===== src/rtl/fetch_unit_pkg.sv =====
// fetch_unit_pkg: shared definitions for the instruction fetch stage.
//   fetch_state_e    : fetch controller state encoding (2 bits)
//   NOP_INST_DEFAULT : addi x0,x0,0, shown on if_inst while nothing valid is held
//   OPC_HI / OPC_LO  : opcode field bounds inside an instruction word
//   PC_STEP          : sequential fetch increment in bytes
package fetch_unit_pkg;

  typedef enum logic [1:0] {
    FETCH_ISSUE   = 2'd0,
    FETCH_WAIT    = 2'd1,
    FETCH_HOLD    = 2'd2,
    FETCH_DISCARD = 2'd3
  } fetch_state_e;

  localparam logic [31:0] NOP_INST_DEFAULT = 32'h0000_0013;
  localparam int          OPC_HI           = 6;
  localparam int          OPC_LO           = 2;
  localparam int unsigned PC_STEP          = 4;

endpackage


===== src/rtl/fetch_unit.sv =====
// fetch_unit: instruction fetch stage feeding decode.
// Keeps the PC, issues one instruction-memory request at a time, buffers the
// returned word (plus a one-entry skid when decode stalls) and presents
// {pc, inst, opcode} to decode under valid/ready. A redirect from execute
// flushes anything in flight or buffered.
//
// Ports:
//   clk, rst                 clock, synchronous active-high reset
//   imem_req/addr/gnt        request channel (addr = pc_q, word aligned)
//   imem_rvalid/rdata        response channel
//   id_ready                 decode accepts if_* this cycle
//   if_valid/pc/inst/opcode  instruction presented to decode
//   redirect_valid/pc        taken branch/jump target from execute
//
// state         | meaning
// FETCH_ISSUE   | request pc_q, waiting for grant
// FETCH_WAIT    | request granted, waiting for response
// FETCH_HOLD    | response parked in skid, decode stalled
// FETCH_DISCARD | redirected while a response is pending, drop it on arrival
module fetch_unit
  import fetch_unit_pkg::*;
#(
  parameter int unsigned     XLEN     = 32,
  parameter logic [XLEN-1:0] RESET_PC = '0,
  parameter logic [31:0]     NOP_INST = NOP_INST_DEFAULT
) (
  input  logic            clk,
  input  logic            rst,
  output logic            imem_req,
  output logic [XLEN-1:0] imem_addr,
  input  logic            imem_gnt,
  input  logic            imem_rvalid,
  input  logic [31:0]     imem_rdata,
  input  logic            id_ready,
  output logic            if_valid,
  output logic [XLEN-1:0] if_pc,
  output logic [31:0]     if_inst,
  output logic [4:0]      if_opcode,
  input  logic            redirect_valid,
  input  logic [XLEN-1:0] redirect_pc
);

  fetch_state_e    state_q;
  logic [XLEN-1:0] pc_q;
  logic            if_valid_q;
  logic [XLEN-1:0] if_pc_q;
  logic [31:0]     if_inst_q;
  logic [XLEN-1:0] skid_pc_q;
  logic [31:0]     skid_inst_q;

  logic            slot_free;
  logic [XLEN-1:0] redirect_pc_d;
  logic [XLEN-1:0] pc_next_d;

  assign slot_free     = !if_valid_q || id_ready;
  assign redirect_pc_d = {redirect_pc[XLEN-1:2], 2'b00};
  assign pc_next_d     = pc_q + XLEN'(PC_STEP);

  always_ff @(posedge clk) begin
    if (rst) begin
      state_q     <= FETCH_ISSUE;
      pc_q        <= RESET_PC;
      if_valid_q  <= 1'b0;
      if_pc_q     <= '0;
      if_inst_q   <= NOP_INST;
      skid_pc_q   <= '0;
      skid_inst_q <= NOP_INST;
    end else begin
      // A consumed slot empties unless a state below refills it.
      if (if_valid_q && id_ready) begin
        if_valid_q <= 1'b0;
        if_inst_q  <= NOP_INST;
      end
      case (state_q)
        FETCH_ISSUE: begin
          if (imem_gnt) state_q <= redirect_valid ? FETCH_DISCARD : FETCH_WAIT;
        end
        FETCH_WAIT: begin
          if (redirect_valid) begin
            // A response in the same cycle is simply dropped.
            state_q <= imem_rvalid ? FETCH_ISSUE : FETCH_DISCARD;
          end else if (imem_rvalid) begin
            pc_q <= pc_next_d;
            if (slot_free) begin
              if_valid_q <= 1'b1;
              if_pc_q    <= pc_q;
              if_inst_q  <= imem_rdata;
              state_q    <= FETCH_ISSUE;
            end else begin
              skid_pc_q   <= pc_q;
              skid_inst_q <= imem_rdata;
              state_q     <= FETCH_HOLD;
            end
          end
        end
        FETCH_HOLD: begin
          if (redirect_valid) begin
            state_q <= FETCH_ISSUE;
          end else if (id_ready) begin
            if_valid_q <= 1'b1;
            if_pc_q    <= skid_pc_q;
            if_inst_q  <= skid_inst_q;
            state_q    <= FETCH_ISSUE;
          end
        end
        FETCH_DISCARD: begin
          if (imem_rvalid) state_q <= FETCH_ISSUE;
        end
        default: state_q <= FETCH_ISSUE;
      endcase
      // Redirect overrides any load or skid transfer above.
      if (redirect_valid) begin
        pc_q       <= redirect_pc_d;
        if_valid_q <= 1'b0;
        if_inst_q  <= NOP_INST;
      end
    end
  end

  assign imem_req  = (state_q == FETCH_ISSUE) && !rst;
  assign imem_addr = pc_q;
  assign if_valid  = if_valid_q;
  assign if_pc     = if_pc_q;
  assign if_inst   = if_inst_q;
  assign if_opcode = if_inst_q[OPC_HI:OPC_LO];

endmodule


===== config.mk =====
export PLATFORM = sky130hd
export DESIGN_NAME = fetch_unit
export DESIGN_NICKNAME = d
export VERILOG_FILES = /design/src/rtl/fetch_unit_pkg.sv /design/src/rtl/fetch_unit.sv
export SDC_FILE = /design/constraint.sdc
export NUM_CORES = 1
export LEC_CHECK = 0
export ABC_CLOCK_PERIOD_IN_PS = 2450
export CORE_MARGIN = 8
export CORE_UTILIZATION = 30
export DETAILED_ROUTE_END_ITERATION = 7
export GPL_TIMING_DRIVEN = 0
export PLACE_DENSITY = 0.51
export SKIP_LAST_GASP = 1
export SYNTH_ARGS = -nofsm -noshare
export SYNTH_HDL_FRONTEND = slang
export SYNTH_SLANG_ARGS = --single-unit

===== constraint.sdc =====
create_clock -name clk -period 2.45 [get_ports clk]
set_input_delay 0.245 -clock clk [delete_from_list [all_inputs] [get_ports clk]]
set_output_delay 0.245 -clock clk [all_outputs]
set_load 0.01 [all_outputs]

==> flow_summary.json, run 1 <==
{
  "yosysTopAreaCell": "dfxtp_1",
  "synth_cell_types": 50,
  "io_pins": 173,
  "relSlewSlack_pct": 56.6,
  "status": "finished, final reports clean",
  "powerDensity_mw_per_mm2": 765,
  "antenna_cells": 0,
  "skew_ns": 0.0171,
  "regToRegSetupSlack_ns": 0.14,
  "antenna_found_initial": 4,
  "tightest_slew_ns": 0.650,
  "antenna_left": 0,
  "cp.required_ns": 2.20,
  "path_cells": "clkdlybuf4s50_1, clkbuf_2, clkbuf_2, nor2b_1, clkdlybuf4s50_1",
  "wirelength_um": 26700,
  "clk_pin_slew_ns": 0.08,
  "grt_pass1_wl_um": 40500,
  "nets": 1171,
  "regArea_sq_mm": 0.00314,
  "drtPass1Iterations": 5,
  "dieHeight_um": 172,
  "r2r_start": "imem_addr[16]",
  "cts.htree.levels": 4,
  "syn_area_sq_mm": 0.00729,
  "grt_max_degree": 19,
  "synthArstFlopShare_pct": 0,
  "slowest_delay_ns": 0.59,
  "crit_path_start": "rst",
  "critical_path_class": "in2out",
  "cts_tree": "done",
  "start_util_pct": 30.3,
  "final-hold-violation-count": 0,
  "synth_warnings": 0,
  "period_needed_ns": 2.35,
  "r2r_cells": 6,
  "rsz0062_at_grt": "yes",
  "synth_commonest_cells": "nand2_1, dfxtp_1, a21oi_1",
  "power.leakage_nw": 3.25,
  "clkSinkCount": 157,
  "dieArea_sq_mm": 0.0296,
  "synth_area_leaders": "dfxtp_1, nand2_1, a21oi_1",
  "grt_usage_pct": 17.7,
  "yosysSeqAreaShare_pct": 43.1,
  "die_w_um": 172,
  "clock_latency_ns": 0.44,
  "final_layout_size_suffix_gt1_share_pct": 8.48,
  "rr_endpoint": "imem_addr[30]",
  "hold_path.class": "in2reg",
  "cp_max_fo": 10,
  "row_count": 57,
  "max-clock-path-buffers": 2,
  "clockRootBuffer": "clkbuf_16",
  "place.gp.congestion": 0.780,
  "io_buffers": 165,
  "fmax_mhz": 425,
  "max-cap-violations": 0,
  "overflow": 0,
  "finalMaxSlewViolations": 0,
  "grt_pass1_vias": 7098,
  "area_delta_synth_final_pct": 37.9,
  "hpwl_um": 19800,
  "core_sq_mm": 0.0241,
  "worst_setup_path_start_kind": "input port",
  "setup_tns_ns": 0,
  "vias": 7315,
  "endpoint": "imem_req",
  "slowest_stage": "clkdlybuf4s50_1",
  "synth_ff_type": "dfxtp_1",
  "syn_inst": 907,
  "cts_buffers": 17,
  "n_fill_cell": 2528,
  "drtIter0Drc": 521,
  "setup_viol": 0,
  "end_kind": "output pin",
  "synth.avg_cell_area_sq_um": 8.04,
  "arrival_ns": 2.11,
  "ir_drop_mv": 0.408,
  "drc": 0,
  "yosys_register_bits": 157,
  "yosysMostFrequentCell": "nand2_1",
  "fin_crit_sh_pct": 96.1,
  "wl_per_cell_um": 18.6,
  "viasPerCell": 5.11,
  "synth_top_area_share_pct": 43.1,
  "multi_input_area_sq_mm": 0.00372,
  "synth_edf_count": 0,
  "power_w": 0.00769
}
[stage by stage]
| stage | instances | hold WS [ns] | worst slack (ns) | area, sq um | util (%) |
|---|---|---|---|---|---|
| after floorplan | 910 | 0.369 | 0.307 | 7300 | - |
| after global placement | 1399 | 0.441 | -0.589 | 9360 | 38.8 |
| after global routing | 1432 | 0.374 | -0.0321 | 10100 | 41.7 |
| after CTS | 1435 | 0.369 | -0.00830 | 10000 | 41.5 |
| final | 1432 | 0.384 | 0.0954 | 10100 | 41.7 |
| after detailed placement | 1399 | 0.448 | -0.653 | 9360 | 38.8 |
[power by group]
part	internal [W]	switching, W
registers	0.00267	0.000123
clock network	0.00137	0.00130
logic	0.000857	0.00136
total	0.00490	0.00279
[what timing repair did]
action	in CTS	in global routing
hold buffers	0	0
setup buffers	4	0
endpoints found under the setup margin	116	125
pin swaps	2	1
gates resized for setup	10	47
[critical path, delay by kind of cell]
family,cells,cell delay [ns]
buffers and inverters,4,1.57
AND/OR/NAND/NOR,1,0.29
[sequential cells by signal (all words and copies together), names as in the netlist]
register / count
if_inst: 32
if_pc: 30
if_valid: 1
imem_addr: 30
skid_inst_q: 32
skid_pc_q: 30
state_q: 2
[cell usage in the layout, fill, tap and decap left out, types with 3 or more instances in the layout]
master and n:
a211oi_1 11, a21oi_1 128, a221oi_1 6, a22oi_1 6, a311oi_1 10, a32o_1 32
and4_1 5, buf_1 4, buf_2 8, buf_4 14, clkbuf_1 49, clkbuf_16 17
clkbuf_2 22, clkdlybuf4s50_1 165, clkinv_8 3, conb_1 4, dfxtp_1 156, ha_1 6
inv_1 16, inv_6 4, inv_8 5, mux2i_1 31, nand2_1 176, nand2b_1 4
nand3_1 8, nand3b_1 5, nand4_1 10, nor2_1 28, nor3_1 4, nor4_1 5
o21ai_0 66, o31a_1 3, o31ai_1 6, or3_1 34, or4_1 7, xnor2_1 10
xor2_1 3
[worst min path at each step]
stage / endpoint / startpoint / cells after the start
final: skid_inst_q[25] / imem_rdata[25] / 3
after global routing: skid_inst_q[25] / imem_rdata[25] / 3
after CTS: skid_inst_q[25] / imem_rdata[25] / 3
after detailed placement: skid_pc_q[16] / skid_pc_q[16] / 2
after global placement: skid_inst_q[28] / skid_inst_q[28] / 2
after floorplan: skid_inst_q[0] / imem_rdata[0] / 2
[layer usage]
layer	share of wire [%]	routed length (um)	up-vias	GRT usage, %
li1	-	-	3581	-
met1	45	12000	3496	22.9
met2	46	12400	198	28.4
met3	6.8	1810	32	4.82
met4	1.6	434	8	5.40
met5	0.15	41	-	0
[cells by family (layout without fill, tap and decap cells)]
group                    after synthesis  count (layout)  share of synthesized area [%]
buffers and inverters                115             313                           6.67
other                                  1               4                         0.0514
adder cells (fa/ha/maj)                6               6                           1.03
XOR/XNOR                              13              13                           1.56
flip-flops                           157             157                           43.1
AO/OA/AOI/OAI                        281             281                           23.6
AND/OR/NAND/NOR                      301             301                           19.4
multiplexers                          33              33                           4.56
[final cells by class]
cell class / count / area share [%]
clock buffer: 17 / 4.23
buffer: 96 / 4.48
clock inverter: 15 / 1.63
inverter: 16 / 0.597
multi-input combinational: 638 / 37.0
timing repair buffer: 169 / 16.7
tap: 324 / 4.03
sequential: 157 / 31.3
No activity file was read; power rests on OpenSTA's default activity.
==> run 2: changes to the inputs <==
--- a/config.mk
+++ b/config.mk
@@ -11,6 +11,7 @@
 export DETAILED_ROUTE_END_ITERATION = 7
 export GPL_TIMING_DRIVEN = 0
 export PLACE_DENSITY = 0.51
+export SETUP_SLACK_MARGIN = 0.1
 export SKIP_LAST_GASP = 1
 export SYNTH_ARGS = -nofsm -noshare
 export SYNTH_HDL_FRONTEND = slang
==> run 2 against run 1 <==
Net effect:
- wire length is 0.17% higher
- critical path type is now reg2reg
- cell count is 0.42% higher
- first-iteration DRC count is 1.9% lower
- largest cell class unchanged
- worst setup slack better by 0.085 ns
- clock-buffer cell count stayed put
==> flow_summary.json, run 2 (synthesis results as in run 1) <==
{
  "area_delta_synth_final_pct": 38.8,
  "slowest_stage": "or4_1",
  "cts_tree": "done",
  "viasPerCell": 5.11,
  "max-cap-violations": 0,
  "cts.htree.levels": 4,
  "grt_max_degree": 19,
  "place.gp.congestion": 0.780,
  "hold_path.class": "in2reg",
  "arrival_ns": 2.62,
  "power_w": 0.00771,
  "grt_pass1_vias": 7098,
  "period_needed_ns": 2.27,
  "cts_hold_buf": 0,
  "relSlewSlack_pct": 56.3,
  "vias": 7343,
  "cp.required_ns": 2.80,
  "row_count": 57,
  "io_buffers": 165,
  "finalNonFillerCells": 1438,
  "cp_max_fo": 10,
  "finalMaxSlewViolations": 0,
  "status": "finished, final reports clean",
  "critical_path_class": "reg2reg",
  "n_fill_cell": 2517,
  "drc": 0,
  "die_w_um": 172,
  "clkSinkCount": 157,
  "final_util_pct": 42.0,
  "power_frac_clock_pct": 34.7,
  "end_kind": "flip-flop",
  "slowest_delay_ns": 0.51,
  "critPathBufInv": 2,
  "fmax_mhz": 441,
  "final-hold-violation-count": 0,
  "multi_input_area_sq_mm": 0.00374,
  "crit_family": "simple AND/OR/NAND/NOR gates",
  "dieArea_sq_mm": 0.0296,
  "placed_cells": 1399,
  "clockRootBuffer": "clkbuf_16",
  "worst_setup_path_start_kind": "flip-flop",
  "nets": 1177,
  "final_layout_size_suffix_gt1_share_pct": 9.96,
  "setup_viol": 0,
  "powerDensity_mw_per_mm2": 761,
  "power.leakage_nw": 3.30,
  "grt_pass1_wl_um": 40500,
  "net-switching-power_w": 0.00279,
  "wirelength_um": 26700,
  "antenna_left": 0,
  "clock_latency_ns": 0.44,
  "drtPass1Iterations": 5,
  "dieHeight_um": 172,
  "grt_usage_pct": 17.7,
  "cts_buffers": 17,
  "wl_per_cell_um": 18.6,
  "antenna_cells": 0,
  "switching_share_pct": 36.2,
  "final_cell_mix": "nand2_1, clkdlybuf4s50_1, dfxtp_1, a21oi_1, o21ai_0",
  "skew_ns": 0.0146,
  "max-clock-path-buffers": 2,
  "regArea_sq_mm": 0.00315,
  "overflow": 0,
  "start_util_pct": 30.3,
  "io_pins": 173,
  "tightest_slew_ns": 0.655,
  "setup_tns_ns": 0,
  "ir_drop_mv": 0.430,
  "drtIter0Drc": 511,
  "path_cells": "inv_1, ha_2, nand4_1, or3_4, buf_6, or4_1, a311oi_2",
  "rsz0062_at_grt": "yes",
  "hpwl_um": 19800,
  "p_int_w": 0.00492,
  "clk_pin_slew_ns": 0.08,
  "antenna_found_initial": 4,
  "placed_area_sq_mm": 0.00936,
  "power_frac_seq_pct": 36.3,
  "fin_crit_sh_pct": 92.6,
  "core_sq_mm": 0.0241,
  "final_common_cell": "nand2_1",
  "comb_power_share_pct": 29.0,
  "finalInstanceArea_sq_mm": 0.0101
}
==> run 2: what timing repair did <==
item                                   4_1_cts  5_1_grt
setup buffers                                4        4
endpoints found under the hold margin        0        0
gates resized for setup                     17       54
pin swaps                                    2        4
setup endpoints to repair                  130      123
==> run 2: tightest hold or removal path, stage by stage <==
cell and delay, ns:
clkdlybuf4s50_1 0.42, nand2_1 0.07, a21oi_1 0.05
==> run 2: final timing paths <==
path,from,endpoint,slack [ns],cells after the start
max,state_q[1],imem_addr[23],0.18,7
min,imem_rdata[25],skid_inst_q[25],0.39,3
max reg2reg,state_q[1],imem_addr[23],0.18,7
min reg2reg,skid_pc_q[5],skid_pc_q[5],0.45,2
==> run 2: final cells by class <==
class	instances	area share, %
repair buffers	173	16.9
flip-flops and latches	157	31.1
inverters	16	0.593
multi-input cells	638	37.0
well taps	324	4.00
clock buffers	17	4.20
clock inverters	15	1.62
plain buffers	98	4.62
==> run 2: stage by stage <==
step | hold slack [ns] | worst slack (ns)
after detailed placement | 0.448 | -0.653
after CTS | 0.369 | 0.0155
after global routing | 0.374 | 0.0651
after global placement | 0.441 | -0.589
after floorplan | 0.369 | 0.307
final | 0.390 | 0.180
==> run 2: per-layer routing <==
metal	track usage (%)	part of all wire, %
met5	0	0.15
met4	5.40	1.6
met1	22.9	45
met2	28.4	47
met3	4.82	6.5
==> run 2: power by group through the flow <==
stage	Sequential, W	Clock [W]	Combinational (W)
floorplan	0.00287	0	0.00121
global placement	0.00285	0	0.00214
detailed placement	0.00285	0	0.00215
CTS	0.00280	0.00272	0.00222
global route	0.00282	0.00282	0.00245
finish	0.00280	0.00267	0.00223
==> run 3: changes to the inputs <==
--- a/config.mk
+++ b/config.mk
@@ -7,12 +7,13 @@
 export LEC_CHECK = 0
 export ABC_CLOCK_PERIOD_IN_PS = 2450
 export CORE_MARGIN = 8
-export CORE_UTILIZATION = 30
+export CORE_UTILIZATION = 50
 export DETAILED_ROUTE_END_ITERATION = 7
 export GPL_TIMING_DRIVEN = 0
-export PLACE_DENSITY = 0.51
+export PLACE_DENSITY = 0.78
 export SETUP_SLACK_MARGIN = 0.1
 export SKIP_LAST_GASP = 1
+export SLEW_MARGIN = 15
 export SYNTH_ARGS = -nofsm -noshare
 export SYNTH_HDL_FRONTEND = slang
 export SYNTH_SLANG_ARGS = --single-unit
==> run 3 against run 2 <==
Net effect:
- cell count decreased by 10%
- hold slack worse by 0.0058 ns
- core utilization is 26 points higher
- sequential power about the same
- combinational power shrank 2%
- first-iteration DRC count grew 44%
- critical path depth down 2
- flip-flop and latch count stayed put
- design area is 2.9% lower
- largest power group unchanged
==> flow_summary.json, run 3 (synthesis results as in run 1) <==
{
  "ir_drop_mv": 0.514,
  "area_delta_synth_final_pct": 34.8,
  "nets": 1172,
  "cts_buffers": 17,
  "final_layout_size_suffix_gt1_share_pct": 8.48,
  "grt_usage_pct": 24.9,
  "antenna_left": 0,
  "fin_crit_sh_pct": 93.1,
  "grt_max_degree": 17,
  "core_sq_mm": 0.0144,
  "cts.htree.levels": 4,
  "start_util_pct": 50.8,
  "rsz0062_at_grt": "no",
  "max-clock-path-buffers": 2,
  "fmax_mhz": 438,
  "period_needed_ns": 2.28,
  "n_fill_cell": 1203,
  "placed_cells": 1259,
  "skew_ns": 0.00564,
  "status": "finished, final reports clean",
  "end_kind": "output pin",
  "cts_hold_buf": 0,
  "vias": 7507,
  "clock_latency_ns": 0.43,
  "clkSinkCount": 157,
  "switching_share_pct": 33.9,
  "highest_layer": "met4",
  "wl_met3_um": 2210,
  "final-hold-violation-count": 0,
  "clockRootBuffer": "clkbuf_16",
  "cts_tree": "done",
  "dieHeight_um": 137,
  "power_frac_clock_pct": 32.7,
  "drtPass1Iterations": 6,
  "final_cell_mix": "nand2_1, clkdlybuf4s50_1, dfxtp_1, a21oi_1, o21ai_0",
  "row_count": 44,
  "cp_max_fo": 10,
  "antenna_found_initial": 0,
  "dieArea_sq_mm": 0.0187,
  "grt_pass1_wl_um": 36700,
  "relSlewSlack_pct": 53.9,
  "finalMaxSlewViolations": 0,
  "power.leakage_nw": 3.22,
  "place.gp.congestion": 0.857,
  "regArea_sq_mm": 0.00315,
  "net-switching-power_w": 0.00251,
  "worst_setup_path_start_kind": "input port",
  "dr_wl_met2_um": 11300,
  "wl_met1_um": 10200,
  "multi_input_area_sq_mm": 0.00372,
  "power_w": 0.00740,
  "final_common_cell": "nand2_1",
  "power_frac_seq_pct": 37.8,
  "hold_path.class": "in2reg",
  "grt_pass1_vias": 7010,
  "viasPerCell": 5.81,
  "overflow": 0,
  "p_int_w": 0.00489,
  "comb_power_share_pct": 29.5,
  "die_w_um": 137,
  "cp.required_ns": 2.20,
  "setup_viol": 0,
  "clk_pin_slew_ns": 0.06,
  "powerDensity_mw_per_mm2": 752,
  "critical_path_class": "in2out",
  "max-cap-violations": 0,
  "finalNonFillerCells": 1293,
  "wl_per_cell_um": 18.6,
  "arrival_ns": 2.04,
  "tightest_slew_ns": 0.685,
  "wirelength_um": 24000,
  "drtIter0Drc": 737,
  "drc": 0,
  "hpwl_um": 17300,
  "final_util_pct": 68.4,
  "io_pins": 173,
  "io_buffers": 165
}
-- run 3: cell types whose count changed in the layout (fill, tap and decap cells not counted), moves of 3 or more --
cell	change
buf_1	+4
inv_8	-5
clkbuf_8	+3
buf_2	+4
clkinv_2	+6
clkbuf_2	-12
clkbuf_1	+4
inv_6	-4
buf_4	-6
clkinv_8	-3
-- run 3: stage by stage --
step                      worst slack, ns  setup TNS, ns  hold WS, ns  instance area, sq um
after detailed placement           -0.469         -38.91        0.447                  9190
after global routing                0.102              0        0.387                  9830
after CTS                           0.126              0        0.372                  9790
after global placement             -0.484         -38.09        0.441                  9190
after floorplan                     0.307              0        0.369                  7300
final                               0.168              0        0.384                  9830
-- run 3: final timing paths --
path / from / endpoint / slack (ns) / depth (start not counted)
max reg2reg: state_q[1] / imem_addr[25] / 0.18 / 7
min reg2reg: skid_pc_q[13] / skid_pc_q[13] / 0.46 / 2
max: rst / imem_req / 0.17 / 5
min: redirect_pc[4] / imem_addr[4] / 0.38 / 3
-- run 3: worst max-delay path, cell delays in order --
cell and delay, ns:
clkdlybuf4s50_1 0.48, clkbuf_2 0.24, clkbuf_2 0.26, nor2b_1 0.23, clkdlybuf4s50_1 0.57
-- run 3: cell type report --
cell class	instances	area share, %
Timing Repair Buffer	168	17.0
Buffer	98	4.66
Clock inverter	11	0.713
Sequential cell	157	32.0
Inverter	16	0.611
Tap cell	184	2.34
Antenna cell	1	0.0255
Clock buffer	20	4.75
Multi-Input combinational cell	638	37.9
-- run 3: timing repair --
item / 4_1_cts / 5_1_grt
setup endpoints to repair: 122 / 117
buffers inserted: 3 / 0
resized for setup: 21 / 31
pin swaps: 2 / 1
-- run 3: power by group through the flow --
stage / Clock, W / Combinational [W] / Sequential, W
2_1_floorplan: 0 / 0.00121 / 0.00287
3_3_place_gp: 0 / 0.00204 / 0.00284
3_5_place_dp: 0 / 0.00206 / 0.00285
4_1_cts: 0.00242 / 0.00211 / 0.00279
5_1_grt: 0.00255 / 0.00235 / 0.00281
6_report: 0.00242 / 0.00218 / 0.00280
-- run 3: layer usage --
layer | GRT usage (%) | up-vias
li1 | - | 3590
met1 | 32.1 | 3572
met2 | 40.0 | 315
met3 | 6.39 | 30
met4 | 7.85 | 0
met5 | 0 | -
